### src/rtl/seq_muldiv_unit.sv
// Iterative unsigned multiply/divide unit: shift-add multiply (LSB first) and
// restoring divide (MSB first), one bit per cycle, registered result with done pulse.
module seq_muldiv_unit #(
    parameter int size = 32
) (
    input  logic            clk_i,
    input  logic            rst_i,
    input  logic            start_i,
    input  logic [1:0]      op_i,
    input  logic [size-1:0] src1_i,
    input  logic [size-1:0] src2_i,
    output logic            busy_o,
    output logic            done_o,
    output logic [size-1:0] result_o
);

    localparam int CW = (size > 1) ? $clog2(size) : 1;

    typedef enum logic [1:0] {
        S_IDLE = 2'd0,
        S_RUN  = 2'd1,
        S_DONE = 2'd2
    } state_t;

    state_t              state_q, state_d;
    logic [CW-1:0]       cnt_q, cnt_d;
    logic [1:0]          op_q, op_d;
    logic [size-1:0]     a_q, a_d;
    logic [size-1:0]     b_q, b_d;
    logic [2*size-1:0]   acc_q, acc_d;
    logic [size-1:0]     result_q, result_d;

    logic                last_iter;
    logic [size:0]       mul_sum;
    logic [size:0]       div_shift;
    logic [size:0]       div_diff;
    logic                div_ge;

    assign last_iter = (cnt_q == CW'(size - 1));

    // State register
    always_ff @(posedge clk_i or posedge rst_i) begin
        if (rst_i) begin
            state_q <= S_IDLE;
        end else begin
            state_q <= state_d;
        end
    end

    // Next-state logic
    always_comb begin
        state_d = state_q;
        case (state_q)
            S_IDLE:  if (start_i) state_d = S_RUN;
            S_RUN:   if (last_iter) state_d = S_DONE;
            S_DONE:  state_d = S_IDLE;
            default: state_d = S_IDLE;
        endcase
    end

    // Output decode straight from the state register
    always_comb begin
        busy_o   = (state_q == S_RUN);
        done_o   = (state_q == S_DONE);
        result_o = result_q;
    end

    // Multiply: acc holds the running 2*size product; the upper half accumulates
    // and the whole thing shifts right, while b_q feeds multiplier bits LSB first.
    // Divide: a_q shifts the dividend out of its MSB while quotient bits shift in
    // at the LSB; acc[size-1:0] holds the partial remainder.
    always_comb begin
        mul_sum   = {1'b0, acc_q[2*size-1:size]} + (b_q[0] ? {1'b0, a_q} : {(size+1){1'b0}});
        div_shift = {acc_q[size-1:0], a_q[size-1]};
        div_ge    = (div_shift >= {1'b0, b_q});
        div_diff  = div_shift - {1'b0, b_q};

        op_d     = op_q;
        a_d      = a_q;
        b_d      = b_q;
        acc_d    = acc_q;
        cnt_d    = cnt_q;
        result_d = result_q;

        case (state_q)
            S_IDLE: begin
                if (start_i) begin
                    op_d  = op_i;
                    a_d   = src1_i;
                    b_d   = src2_i;
                    acc_d = '0;
                    cnt_d = '0;
                end
            end
            S_RUN: begin
                cnt_d = cnt_q + CW'(1);
                if (!op_q[1]) begin
                    acc_d = {mul_sum, acc_q[size-1:1]};
                    b_d   = b_q >> 1;
                end else begin
                    acc_d[size-1:0] = div_ge ? div_diff[size-1:0] : div_shift[size-1:0];
                    a_d             = {a_q[size-2:0], div_ge};
                end
                if (last_iter) begin
                    case (op_q)
                        2'b00:   result_d = acc_d[size-1:0];
                        2'b01:   result_d = acc_d[2*size-1:size];
                        2'b10:   result_d = a_d;
                        default: result_d = acc_d[size-1:0];
                    endcase
                end
            end
            default: ;
        endcase
    end

    // Datapath registers
    always_ff @(posedge clk_i or posedge rst_i) begin
        if (rst_i) begin
            op_q     <= '0;
            a_q      <= '0;
            b_q      <= '0;
            acc_q    <= '0;
            cnt_q    <= '0;
            result_q <= '0;
        end else begin
            op_q     <= op_d;
            a_q      <= a_d;
            b_q      <= b_d;
            acc_q    <= acc_d;
            cnt_q    <= cnt_d;
            result_q <= result_d;
        end
    end

endmodule

### config.mk
export PLATFORM = sky130hd
export DESIGN_NAME = seq_muldiv_unit
export DESIGN_NICKNAME = d
export VERILOG_FILES = /design/src/rtl/seq_muldiv_unit.sv
export SDC_FILE = /design/constraint.sdc
export NUM_CORES = 1
export LEC_CHECK = 0
export CAP_MARGIN = 20
export CORE_ASPECT_RATIO = 0.6
export CORE_MARGIN = 2
export CORE_UTILIZATION = 60
export CTS_CLUSTER_DIAMETER = 40
export DETAILED_ROUTE_END_ITERATION = 10
export HOLD_SLACK_MARGIN = 0.03
export PLACE_DENSITY = 0.82
export SYNTH_ARGS = -nofsm -noshare
export SYNTH_HDL_FRONTEND = slang
export SYNTH_SLANG_ARGS = --single-unit
### constraint.sdc
create_clock -name clk_i -period 7.7 [get_ports clk_i]
set_input_delay 1.54 -clock clk_i [delete_from_list [all_inputs] [get_ports clk_i]]
set_output_delay 1.54 -clock clk_i [all_outputs]
set_load 0.02 [all_outputs]
Yosys cells after proc, flatten, opt, wreduce, memory -nomap -nowiden
Cells that the tools add are included.
{"block": "word_totals", "in_bits": 69, "register_bits": 169, "wordCells": 44}
{"block": "op_classes", "mux": 18, "eq_ne": 8, "magnitude_cmp": 1, "n_reduce_logical": 7, "n_addsub": 3}
{"op": "$mux W32", "n": 8}
{"op": "$pmux W32 S2", "n": 3}
{"op": "$pmux W64 S2", "n": 1}
{"op": "$mux W64", "n": 1}
{"op": "$add A32 B32 Y33", "n": 1}
{"op": "$ge A33 B32 Y1", "n": 1}
{"op": "$sub A32 B32 Y32", "n": 1}
{"op": "$pmux W5 S2", "n": 1}
{"op": "$reduce_and A2 Y1", "n": 4}
{"op": "$add A5 B1 Y5 const B", "n": 1}
{"op": "$eq A5 B5 Y1 const B", "n": 1}
{"op": "$mux W5", "n": 1}
{"op": "$eq A2 B1 Y1 const B", "n": 2}
{"op": "$eq A2 B2 Y1 const B", "n": 2}
{"op": "$mux W2", "n": 2}
{"op": "$ne A2 B2 Y1 const B", "n": 2}
{"op": "$pmux W2 S2", "n": 1}
{"op": "$reduce_and A3 Y1", "n": 1}
{"op": "$logic_not A2 Y1", "n": 1}
{"op": "$ne A2 B1 Y1 const B", "n": 1}
{"op": "$reduce_bool A2 Y1", "n": 1}

Logic depth before layout (Yosys ltp)
Gate-level depths: netlist (run 1).
{"block": "logic_depth", "word_depth": 4, "mapped_depth": 15, "mapped_depth_nobuf": 14}

Worst setup path after synthesis (run 1)
No wires, ideal clock.
{"block": "synth_timing", "path_kind": "register to register", "startpoint": "register b_q[0]", "endpoint": "register result_q[25], in the netlist result_o[25]", "t_arrival_ns": 3.102, "setup_slack_ns": 4.512, "n_path_buf": 1, "path_stages_with_launch": 16, "path_cell_list": "dfrtp_1 clkbuf_1 and2_1 ha_1 inv_1 fa_1 nand2b_1 a21oi_1 o21ai_0 a211oi_1 nor4_1 o31ai_1 o21ai_0 xor2_1 o221a_2 nor3_1"}
{"block": "synth_between", "elab_chain_len": 4}
{"item": "from (decl)", "line_no": "29", "source": "logic [size-1:0] b_q, b_d;"}
{"item": "from (signal assigned)", "line_no": "122", "source": "b_q <= '0;"}
{"item": "from (signal assigned)", "line_no": "129", "source": "b_q <= b_d;"}
{"item": "$sub A32 B32 Y32 (tied with other cells)", "line_no": "76", "source": "div_diff = div_shift - {1'b0, b_q};"}
{"item": "$mux W32 / $add A32 B32 Y33 (equally long branches)", "line_no": "101, 73"}
{"item": "$mux W32", "line_no": "97", "source": "if (!op_q[1]) begin"}
{"item": "$pmux W32 S2 (*)", "line_no": "105", "source": "case (op_q)"}
{"item": "to (signal assigned)", "line_no": "132", "source": "result_q <= result_d;"}
{"item": "to (decl)", "line_no": "31", "source": "logic [size-1:0] result_q, result_d;"}
Every way passes the cells marked *; elsewhere a longest branch is shown, timed or not.
A chain may end at the register's enable or synchronous reset.

Worst setup path after layout (run 1)
{"block": "layout_timing", "startpoint": "register state_q[0]", "endpoint": "output busy_o"}
{"block": "layout_between", "elab_chain_len": 1}
{"item": "from (decl)", "line_no": "25", "source": "state_t state_q, state_d;"}
{"item": "from (signal assigned)", "line_no": "46", "source": "state_q <= state_d;"}
{"item": "$eq A2 B1 Y1", "line_no": "63", "source": "busy_o = (state_q == S_RUN);"}
{"item": "to (decl)", "line_no": "12", "source": "output logic busy_o,"}
Every way passes these cells.

==> results of run 1 <==
==> flip-flops by register name (all words and copies together) (netlist names) <==
register,flops
state_q,2
b_q,32
acc_q,64
result_o,32
cnt_q,5
op_q,2
a_q,32
==> tightest hold or removal path: cells and delay by family, from the launching register on <==
| family | cells | cell delay, ns |
|---|---|---|
| DFF | 1 | 0.34 |
| and+or+nand+nor | 1 | 0.06 |
| AOI/OAI and AO/OA | 1 | 0.06 |
==> cell families after synthesis <==
| family | count (synthesis) | synth area share |
|---|---|---|
| multiplexers | 40 | 0.0342 |
| XOR/XNOR | 58 | 0.0411 |
| buffers and inverters | 160 | 0.0508 |
| AO/OA/AOI/OAI | 515 | 0.276 |
| adder cells (fa/ha/maj) | 71 | 0.0731 |
| AND/OR/NAND/NOR | 488 | 0.183 |
| flip-flops | 169 | 0.342 |
==> final cells by class <==
class                           count  area (µm²)
Inverter                           58         223
Multi-Input combinational cell   1172        7520
Tap cell                          273         342
Fill cell                        1610        5980
Sequential cell                   169        4230
Clock inverter                     10         145
Clock buffer                       21         470
Timing Repair Buffer              123        1210
==> how the worst max path moves through the flow <==
stage	slack, ns	startpoint	endpoint
6_report	3.07	state_q[0]$_DFFE_PP0P_	busy_o
4_1_cts	3.10	state_q[0]$_DFFE_PP0P_	busy_o
5_1_grt	2.93	state_q[0]$_DFFE_PP0P_	busy_o
2_1_floorplan	1.58	rst_i	a_q[0]$_DFFE_PP0P_
3_3_place_gp	3.62	state_q[0]$_DFFE_PP0P_	busy_o
3_5_place_dp	3.57	state_q[0]$_DFFE_PP0P_	busy_o
==> synth_stat cells (6+ instances only) <==
master | count | area, µm²
buf_1 | 7 | 26.3
o211ai_1 | 11 | 82.6
o21bai_1 | 11 | 82.6
nor3_1 | 11 | 55.1
mux2_2 | 18 | 203
nor3b_1 | 13 | 97.6
xnor2_1 | 36 | 315
a31oi_1 | 52 | 325
a311oi_1 | 6 | 52.6
a221oi_1 | 14 | 123
a22oi_1 | 8 | 60.1
a222oi_1 | 7 | 70.1
xor2_1 | 22 | 193
clkbuf_1 | 78 | 293
nand2b_1 | 15 | 93.8
o31ai_1 | 8 | 60.1
buf_2 | 14 | 70.1
nand2_1 | 221 | 830
a22o_1 | 34 | 298
and2_1 | 32 | 200
a211oi_1 | 13 | 97.6
a21oi_1 | 121 | 606
inv_1 | 56 | 210
a21o_1 | 44 | 330
nor2_1 | 121 | 454
ha_1 | 69 | 863
nand4_1 | 14 | 87.6
o22a_1 | 9 | 78.8
o21ai_0 | 118 | 591
and3b_1 | 17 | 149
nand3_1 | 11 | 55.1
dfrtp_1 | 169 | 4230
nor2b_1 | 6 | 37.5
mux2i_1 | 22 | 220
==> per-stage QoR <==
stage / power [mW] / hold slack, ns / area, µm²
CTS: 7.81 / 0.506 / 14100
floorplan: 5.49 / 0.450 / 12400
global route: 8.52 / 0.519 / 14100
detailed placement: 6.84 / 0.482 / 13500
global placement: 6.69 / 0.462 / 13500
finish: 7.96 / 0.499 / 14100
==> power breakdown <==
part	total [mW]	internal [mW]	switching, mW
clock network	0.928	0.536	0.393
logic	5.17	2.12	3.06
registers	1.86	1.35	0.512
==> per-layer routing <==
| metal | routed length (µm) | vias to the layer above | GRT usage |
|---|---|---|---|
| met5 | 0 | - | 0 |
| li1 | - | 5509 | - |
| met4 | 731 | 0 | 0.0946 |
| met2 | 16100 | 776 | 0.518 |
| met3 | 5180 | 85 | 0.115 |
| met1 | 16500 | 5669 | 0.525 |
==> flow_metrics.tcl, run 1 <==
set metrics [dict create \
    status "completed" \
    fmax_ghz 0.216 \
    worstHoldEndpoint "result_o[7]$_DFFE_PP0P_" \
    ctsHoldBuffers 0 \
    cts_tree "done" \
    r2r_cells 13 \
    clockRootBuffer "clkbuf_16" \
    final_cell_mix "nand2_1, dfrtp_1, a21oi_1" \
    area_delta_synth_final_pct 14.4 \
    startpoint_type "register" \
    cp_top_family "buffers and inverters" \
    maxSlewHeadroom 0.204 \
    hold_class "reg -> reg" \
    synthArstFlopShare 1.00 \
    period_needed_ns 4.63 \
    rsz0062_at_grt "no" \
    start_util 0.614 \
    layout_commonest_cell "nand2_1" \
    drv_slew 0 \
    ir_worst_vdd_uv 259 \
    r2r_end "result_o[28]$_DFFE_PP0P_" \
    hpwl_um 26600 \
    dr.pass1.iters 6 \
    die_x_um 189 \
    final_cells 1826 \
    die_area_um2 21800 \
    post_cts_resized 0 \
    diodes 0 \
    cp_slowest_stage_delay_ns 0.73 \
    numCtsBuffers 17 \
    viasPerCell 6.59 \
    max_cap_viol_count 0 \
    synthesis.area_um2 12400 \
    crit_path_frequent_cell "buf_4" \
    clk_latency_ns 0.45 \
    place_inst 1793 \
    setup_viol 0 \
    setup_ws_ns 3.07 \
    finalHoldViolCount 0 \
    grt_pass1_wl_um 61200 \
    worst-path-buf-inv 5 \
    path_depth 6 \
    path_cells "buf_4, nand2b_2, buf_4, inv_2, buf_4, clkdlybuf4s50_1" \
    grt_max_degree 95 \
    synth-seq-cells 169 \
    io_pins 103 \
    power.density_nw_per_um2 563 \
    worstReg2RegStart "b_q[0]$_DFFE_PP0P_" \
    drive_above_1_share 0.0580 \
    syn_inst 1501 \
    syn_nets 1641 \
    clkTransAtPathRegs_ns 0.07 \
    cts_max_path_buffers 2 \
    gp_congestion 1.02 \
    utilization 0.703 \
    hp-start "result_o[7]$_DFFE_PP0P_" \
    postCtsSetupBuffers 0 \
    yosys.cell_types.count 74 \
    die_y_um 115 \
    wl_per_cell_um 21.1 \
    rrSetupSlack_ns 3.56 \
    drc_errors 0 \
    required_ns 6.16 \
    antenna_found_initial 0 \
    fp-row-count 40 \
    synth_edf_count 0 \
    yosysSeqAreaShare 0.342 \
    layout.nets 1681 \
    arrival_ns 3.09 \
    grt_use_total 0.361 \
    avgSynthCellArea_um2 8.23 \
    drtIter0Drc 1452 \
    place_ws_ns 3.57 \
    critical_path_peak_fanout 59 \
    fin_crit_sh 0.601 \
    crit_type "reg -> out" \
    overflow 0 \
    ant_nets 0 \
    htree_levels 4 \
    skew_ns 0.0121 \
    core_um2 20100 \
    clock-sinks 169 \
    portBuffers 102 \
    yosys_warnings 0 \
    tightest_slew_ns 1.19 \
    totalWireLength_um 38500 \
    p_leak_nw 6.39 \
    fin_setup_tns_ns 0 \
    vias 12000 \
    worstSetupEndpointType "output port" \
    cp_slowest_cell "clkdlybuf4s50_1" \
    grt_pass1_vias 11100 \
    min_path_cells 2 \
    synth_flop_cell "dfrtp_1" \
]
No activity file was read; power rests on OpenSTA's default activity.
==> run 2, diff against run 1 <==
--- a/config.mk
+++ b/config.mk
@@ -8,11 +8,11 @@
 export CAP_MARGIN = 20
 export CORE_ASPECT_RATIO = 0.6
 export CORE_MARGIN = 2
-export CORE_UTILIZATION = 60
+export CORE_UTILIZATION = 54
 export CTS_CLUSTER_DIAMETER = 40
 export DETAILED_ROUTE_END_ITERATION = 10
 export HOLD_SLACK_MARGIN = 0.03
-export PLACE_DENSITY = 0.82
+export PLACE_DENSITY = 0.78
 export SYNTH_ARGS = -nofsm -noshare
 export SYNTH_HDL_FRONTEND = slang
 export SYNTH_SLANG_ARGS = --single-unit
==> constraint.sdc (replaced) <==
create_clock -name clk_i -period 3.9 [get_ports clk_i]
set_input_delay 0.78 -clock clk_i [delete_from_list [all_inputs] [get_ports clk_i]]
set_output_delay 0.78 -clock clk_i [all_outputs]
set_load 0.02 [all_outputs]
==> run 2 against run 1 <==
Compared with the run above: via count decreased by 1.3%; hold slack worse by 0.0059 ns; cell area increased by 1.4%; register-to-register slack worse by 3.3 ns; sequential power increased by 93%; total power up 98%; non-clock buffer count rose by 18; critical path depth increased by 6; largest power group unchanged.
==> flow_metrics.tcl, run 2 (synthesis results as in run 1) <==
set metrics [dict create \
    die_y_um 121 \
    rrSetupSlack_ns 0.25 \
    power.density_nw_per_um2 1100 \
    clk_latency_ns 0.46 \
    diodes 0 \
    min_path_cells 2 \
    grt_pass1_vias 11100 \
    cts_max_path_buffers 2 \
    portBuffers 102 \
    swShare 0.495 \
    fill_cells 1929 \
    fin_setup_tns_ns 0 \
    htree_levels 4 \
    period_needed_ns 3.65 \
    cp_slowest_cell "dfrtp_1" \
    worstReg2RegStart "b_q[0]$_DFFE_PP0P_" \
    hpwl_um 28200 \
    fin_crit_sh 0.937 \
    grt_max_degree 65 \
    regMostFlops "acc_q" \
    gp_congestion 0.989 \
    drc_errors 0 \
    grt_use_total 0.337 \
    final_cells 1880 \
    viasPerCell 6.32 \
    die_x_um 199 \
    clkTransAtPathRegs_ns 0.07 \
    hp-start "result_o[7]$_DFFE_PP0P_" \
    critical_path_peak_fanout 30 \
    largest_register_ffs 64 \
    status "completed" \
    die_area_um2 24200 \
    numCtsBuffers 17 \
    clock-sinks 169 \
    p_leak_nw 6.47 \
    finalHoldViolCount 0 \
    overflow 0 \
    switchingPower_mw 7.80 \
    vias 11900 \
    layout_commonest_cell "nand2_1" \
    r2r_cells 12 \
    drv_slew 0 \
    hold_class "reg -> reg" \
    ir_worst_vdd_uv 475 \
    skew_ns 0.00983 \
    fmax_ghz 0.274 \
    setup_viol 0 \
    area_delta_synth_final_pct 16.0 \
    cp_top_family "compound AO/OA/AOI/OAI gates" \
    grt_pass1_wl_um 62000 \
    startpoint_type "register" \
    pwr-share-comb 0.657 \
    worst-path-buf-inv 1 \
    worstHoldEndpoint "result_o[7]$_DFFE_PP0P_" \
    arrival_ns 4.02 \
    totalWireLength_um 39300 \
    wl_per_cell_um 20.9 \
    clockRootBuffer "clkbuf_16" \
    cp_slowest_stage_delay_ns 0.43 \
    final_cell_mix "nand2_1, dfrtp_1, a21oi_1" \
    max_cap_viol_count 0 \
    start_util 0.556 \
    fp-row-count 42 \
    worstSetupEndpointType "register" \
    layout.nets 1699 \
    required_ns 4.27 \
    clockPowerShare 0.115 \
    antenna_found_initial 0 \
    tightest_slew_ns 0.850 \
    core_um2 22200 \
    place_inst 1848 \
    maxSlewHeadroom 0.432 \
    io_pins 103 \
    seqPwrFrac 0.228 \
    crit_type "reg -> reg" \
    path_cells "buf_6, and2_1, ha_1, nand4_1, or2_2, o211ai_1, o21ai_0, a31o_2, o31ai_2, a21oi_1, xor2_1, a211oi_1" \
    drtIter0Drc 1334 \
    p_int_mw 7.95 \
    drive_above_1_share 0.0712 \
    cts_tree "done" \
    ant_nets 0 \
    r2r_end "result_o[30]$_DFFE_PP0P_" \
    dr.pass1.iters 6 \
    rsz0062_at_grt "no" \
]
run 2: power by group through the flow:
stage	clock [mW]	combinational, mW	sequential [mW]
after global routing	1.92	11.3	3.71
final	1.81	10.3	3.59
after CTS	1.82	10.1	3.57
after global placement	0	9.85	3.57
after floorplan	0	7.40	3.43
after detailed placement	0	10.1	3.58
run 2: metal layers:
layer  routed length, µm  GRT usage
met5                   0          0
met4                 764      0.101
met3                4400     0.0853
met2               16100      0.478
met1               18000      0.502
run 2: layout make-up:
| class | count | area [µm²] | share of cell area |
|---|---|---|---|
| Multi-Input combinational cell | 1172 | 7530 | 0.525 |
| Tap cell | 308 | 385 | 0.0269 |
| Sequential cell | 169 | 4230 | 0.295 |
| Clock inverter | 13 | 171 | 0.0120 |
| Clock buffer | 19 | 443 | 0.0309 |
| Timing Repair Buffer | 141 | 1360 | 0.0945 |
| Inverter | 58 | 221 | 0.0154 |
run 2: worst max-delay path by stage:
stage          slack, ns                from  depth (start not counted)                  endpoint
2_1_floorplan       0.71  b_q[0]$_DFFE_PP0P_                         15  result_o[25]$_DFFE_PP0P_
3_3_place_gp        0.30  b_q[0]$_DFFE_PP0P_                         12  result_o[30]$_DFFE_PP0P_
3_5_place_dp        0.19  b_q[0]$_DFFE_PP0P_                         12  result_o[30]$_DFFE_PP0P_
4_1_cts             0.16  b_q[0]$_DFFE_PP0P_                         12  result_o[30]$_DFFE_PP0P_
5_1_grt             0.02  b_q[0]$_DFFE_PP0P_                         14  result_o[18]$_DFFE_PP0P_
6_report            0.25  b_q[0]$_DFFE_PP0P_                         12  result_o[30]$_DFFE_PP0P_
run 2: stage by stage:
| step | worst slack, ns | hold WS [ns] | util | cell area [µm²] | power (mW) |
|---|---|---|---|---|---|
| after CTS | 0.161 | 0.492 | 0.644 | 14300 | 15.5 |
| after global placement | 0.301 | 0.470 | 0.617 | 13700 | 13.4 |
| after floorplan | 0.712 | 0.450 | - | 12400 | 10.8 |
| after detailed placement | 0.192 | 0.476 | 0.617 | 13700 | 13.6 |
| after global routing | 0.0177 | 0.532 | 0.645 | 14300 | 16.9 |
| final | 0.247 | 0.494 | 0.645 | 14300 | 15.8 |
run 2: timing repair:
action                     CTS  global route
setup endpoints to repair    0             8
gates resized for setup      0             3
hold buffers                 0             0
buffers inserted             0             0
run 2: worst register-to-register path, delay by kind of cell (launching register included):
kind / cells / cell delay (ns)
AND/OR/NAND/NOR: 3 / 0.70
buffers and inverters: 1 / 0.20
XOR/XNOR: 1 / 0.17
AO/OA/AOI/OAI: 6 / 1.67
flip-flops: 1 / 0.43
adder cells (fa/ha/maj): 1 / 0.39
==> run 3, diff against run 2 <==
--- a/config.mk
+++ b/config.mk
@@ -11,7 +11,7 @@
 export CORE_UTILIZATION = 54
 export CTS_CLUSTER_DIAMETER = 40
 export DETAILED_ROUTE_END_ITERATION = 10
-export HOLD_SLACK_MARGIN = 0.03
+export MAX_ROUTING_LAYER = met4
 export PLACE_DENSITY = 0.78
 export SYNTH_ARGS = -nofsm -noshare
 export SYNTH_HDL_FRONTEND = slang
==> run 3 against run 2 <==
Compared with the run above: final cell count increased by 0.27%; total power increased by 1.4%; clock skew increased by 0.00075 ns; cell area increased by 0.61%; via count about the same; hold slack improved by 0.0013 ns; largest cell class unchanged.
==> flow_metrics.tcl, run 3 (synthesis results as in run 1) <==
set metrics [dict create \
    grt_pass1_wl_um 62900 \
    hpwl_um 28500 \
    placed_area_um2 13700 \
    cts_max_path_buffers 2 \
    clock-sinks 169 \
    max_cap_viol_count 0 \
    die_x_um 199 \
    wl_per_cell_um 21.2 \
    ir_worst_vdd_uv 470 \
    diodes 0 \
    layout_commonest_cell "nand2_1" \
    cp_top_family "simple AND/OR/NAND/NOR gates" \
    crit_path_frequent_cell "nand4_1" \
    drc_errors 0 \
    skew_ns 0.0106 \
    critical_path_peak_fanout 25 \
    arrival_ns 4.09 \
    ant_nets 0 \
    fmax_ghz 0.269 \
    fp-row-count 42 \
    power.density_nw_per_um2 1110 \
    hold_class "reg -> reg" \
    final_cell_mix "nand2_1, dfrtp_1, a21oi_1" \
    period_needed_ns 3.71 \
    worst-path-buf-inv 1 \
    crit_type "reg -> reg" \
    fin_crit_sh 0.951 \
    grt_max_degree 70 \
    clockRootBuffer "clkbuf_16" \
    finalHoldViolCount 0 \
    numCtsBuffers 17 \
    clkTransAtPathRegs_ns 0.07 \
    drv_slew 0 \
    startpoint_type "register" \
    required_ns 4.28 \
    antenna_found_initial 0 \
    start_util 0.556 \
    worstSetupEndpointType "register" \
    die_y_um 121 \
    htree_levels 4 \
    largest_register_ffs 64 \
    gp_congestion 1.04 \
    rsz0062_at_grt "no" \
    grt_pass1_vias 11200 \
    regMostFlops "acc_q" \
    area_delta_synth_final_pct 16.7 \
    layout.nets 1704 \
    overflow 0 \
    cp_slowest_cell "or4_1" \
    drtIter0Drc 1216 \
    die_area_um2 24200 \
    status "completed" \
    portBuffers 102 \
    dr.pass1.iters 5 \
    grt_use_total 0.354 \
    p_leak_nw 6.52 \
    totalWireLength_um 40100 \
    final_area_um2 14400 \
    drive_above_1_share 0.0761 \
    fin_setup_tns_ns 0 \
    cp_slowest_stage_delay_ns 0.63 \
    maxSlewHeadroom 0.387 \
    tightest_slew_ns 0.919 \
    path_cells "ha_1, nand4_1, nor2_1, nand4_1, or4_1, o211a_1, o41a_1, buf_4, or3_1, a31oi_1, a22o_1" \
    cts_tree "done" \
    io_pins 103 \
    setup_viol 0 \
    vias 11900 \
    clk_latency_ns 0.46 \
    viasPerCell 6.30 \
    core_um2 22200 \
]
-- run 3: cell types whose count changed in the layout (fill, tap and decap cells not counted), moves of 2 or more --
cell | previous run | this run
clkinv_4 | 4 | 2
a211oi_2 | 0 | 3
clkinvlp_4 | 6 | 4
a211oi_1 | 13 | 10
buf_4 | 35 | 41
bufinv_16 | 3 | 5
clkbuf_1 | 1 | 3
-- run 3: where the power goes --
group	internal (mW)	switching [mW]	total, mW
registers	2.67	0.873	3.54
logic	4.31	6.20	10.5
clock network	1.15	0.760	1.91
-- run 3: through the flow --
step,hold WS [ns],power [mW],instances,util,setup WS (ns)
after floorplan,0.450,10.8,1501,-,0.712
after global placement,0.472,13.5,1850,0.618,0.212
after detailed placement,0.484,13.7,1850,0.618,0.204
after CTS,0.499,15.7,1882,0.647,0.181
after global routing,0.534,17.2,1885,0.649,0.0117
final,0.495,16.0,1885,0.649,0.189
-- run 3: worst paths after layout --
kind | start | endpoint | slack [ns] | depth (start not counted)
worst max register to register | acc_q[11]$_DFFE_PP0P_ | acc_q[4]$_DFFE_PP0P_ | 0.19 | 11
worst max-delay path | acc_q[11]$_DFFE_PP0P_ | acc_q[4]$_DFFE_PP0P_ | 0.19 | 11
min in group asynchronous | rst_i | b_q[6]$_DFFE_PP0P_ | 0.81 | 2
max in group asynchronous | rst_i | result_o[27]$_DFFE_PP0P_ | 2.25 | 3
worst min-delay path | result_o[5]$_DFFE_PP0P_ | result_o[5]$_DFFE_PP0P_ | 0.49 | 2
worst min register to register | result_o[5]$_DFFE_PP0P_ | result_o[5]$_DFFE_PP0P_ | 0.49 | 2
-- run 3: layout make-up --
type | count | area [µm²]
fillers | 1909 | 7800
flip-flops and latches | 169 | 4230
multi-input cells | 1172 | 7550
clock buffers | 21 | 450
clock inverters | 11 | 195
well taps | 308 | 385
repair buffers | 146 | 1390
inverters | 58 | 221
-- run 3: routing by layer --
layer	wire length, µm	vias up	GRT usage
met5	0	-	-
met4	854	0	0.0998
met3	4160	66	0.0959
met2	16500	566	0.491
met1	18600	5673	0.504
li1	-	5575	-
-- run 3: repair_timing --
action	4_1_cts	5_1_grt
hold endpoints to repair	0	0
hold buffers	0	0
setup endpoints to repair	0	15
resized for setup	0	7
buffers inserted	0	3
-- run 3: worst register-to-register path, delay by kind of cell (launching register included) --
family          cells  cell delay [ns]
buf+inv             1             0.23
flops               1             0.41
compound gates      4             0.88
simple gates        5             1.65
fa+ha+maj           1             0.47
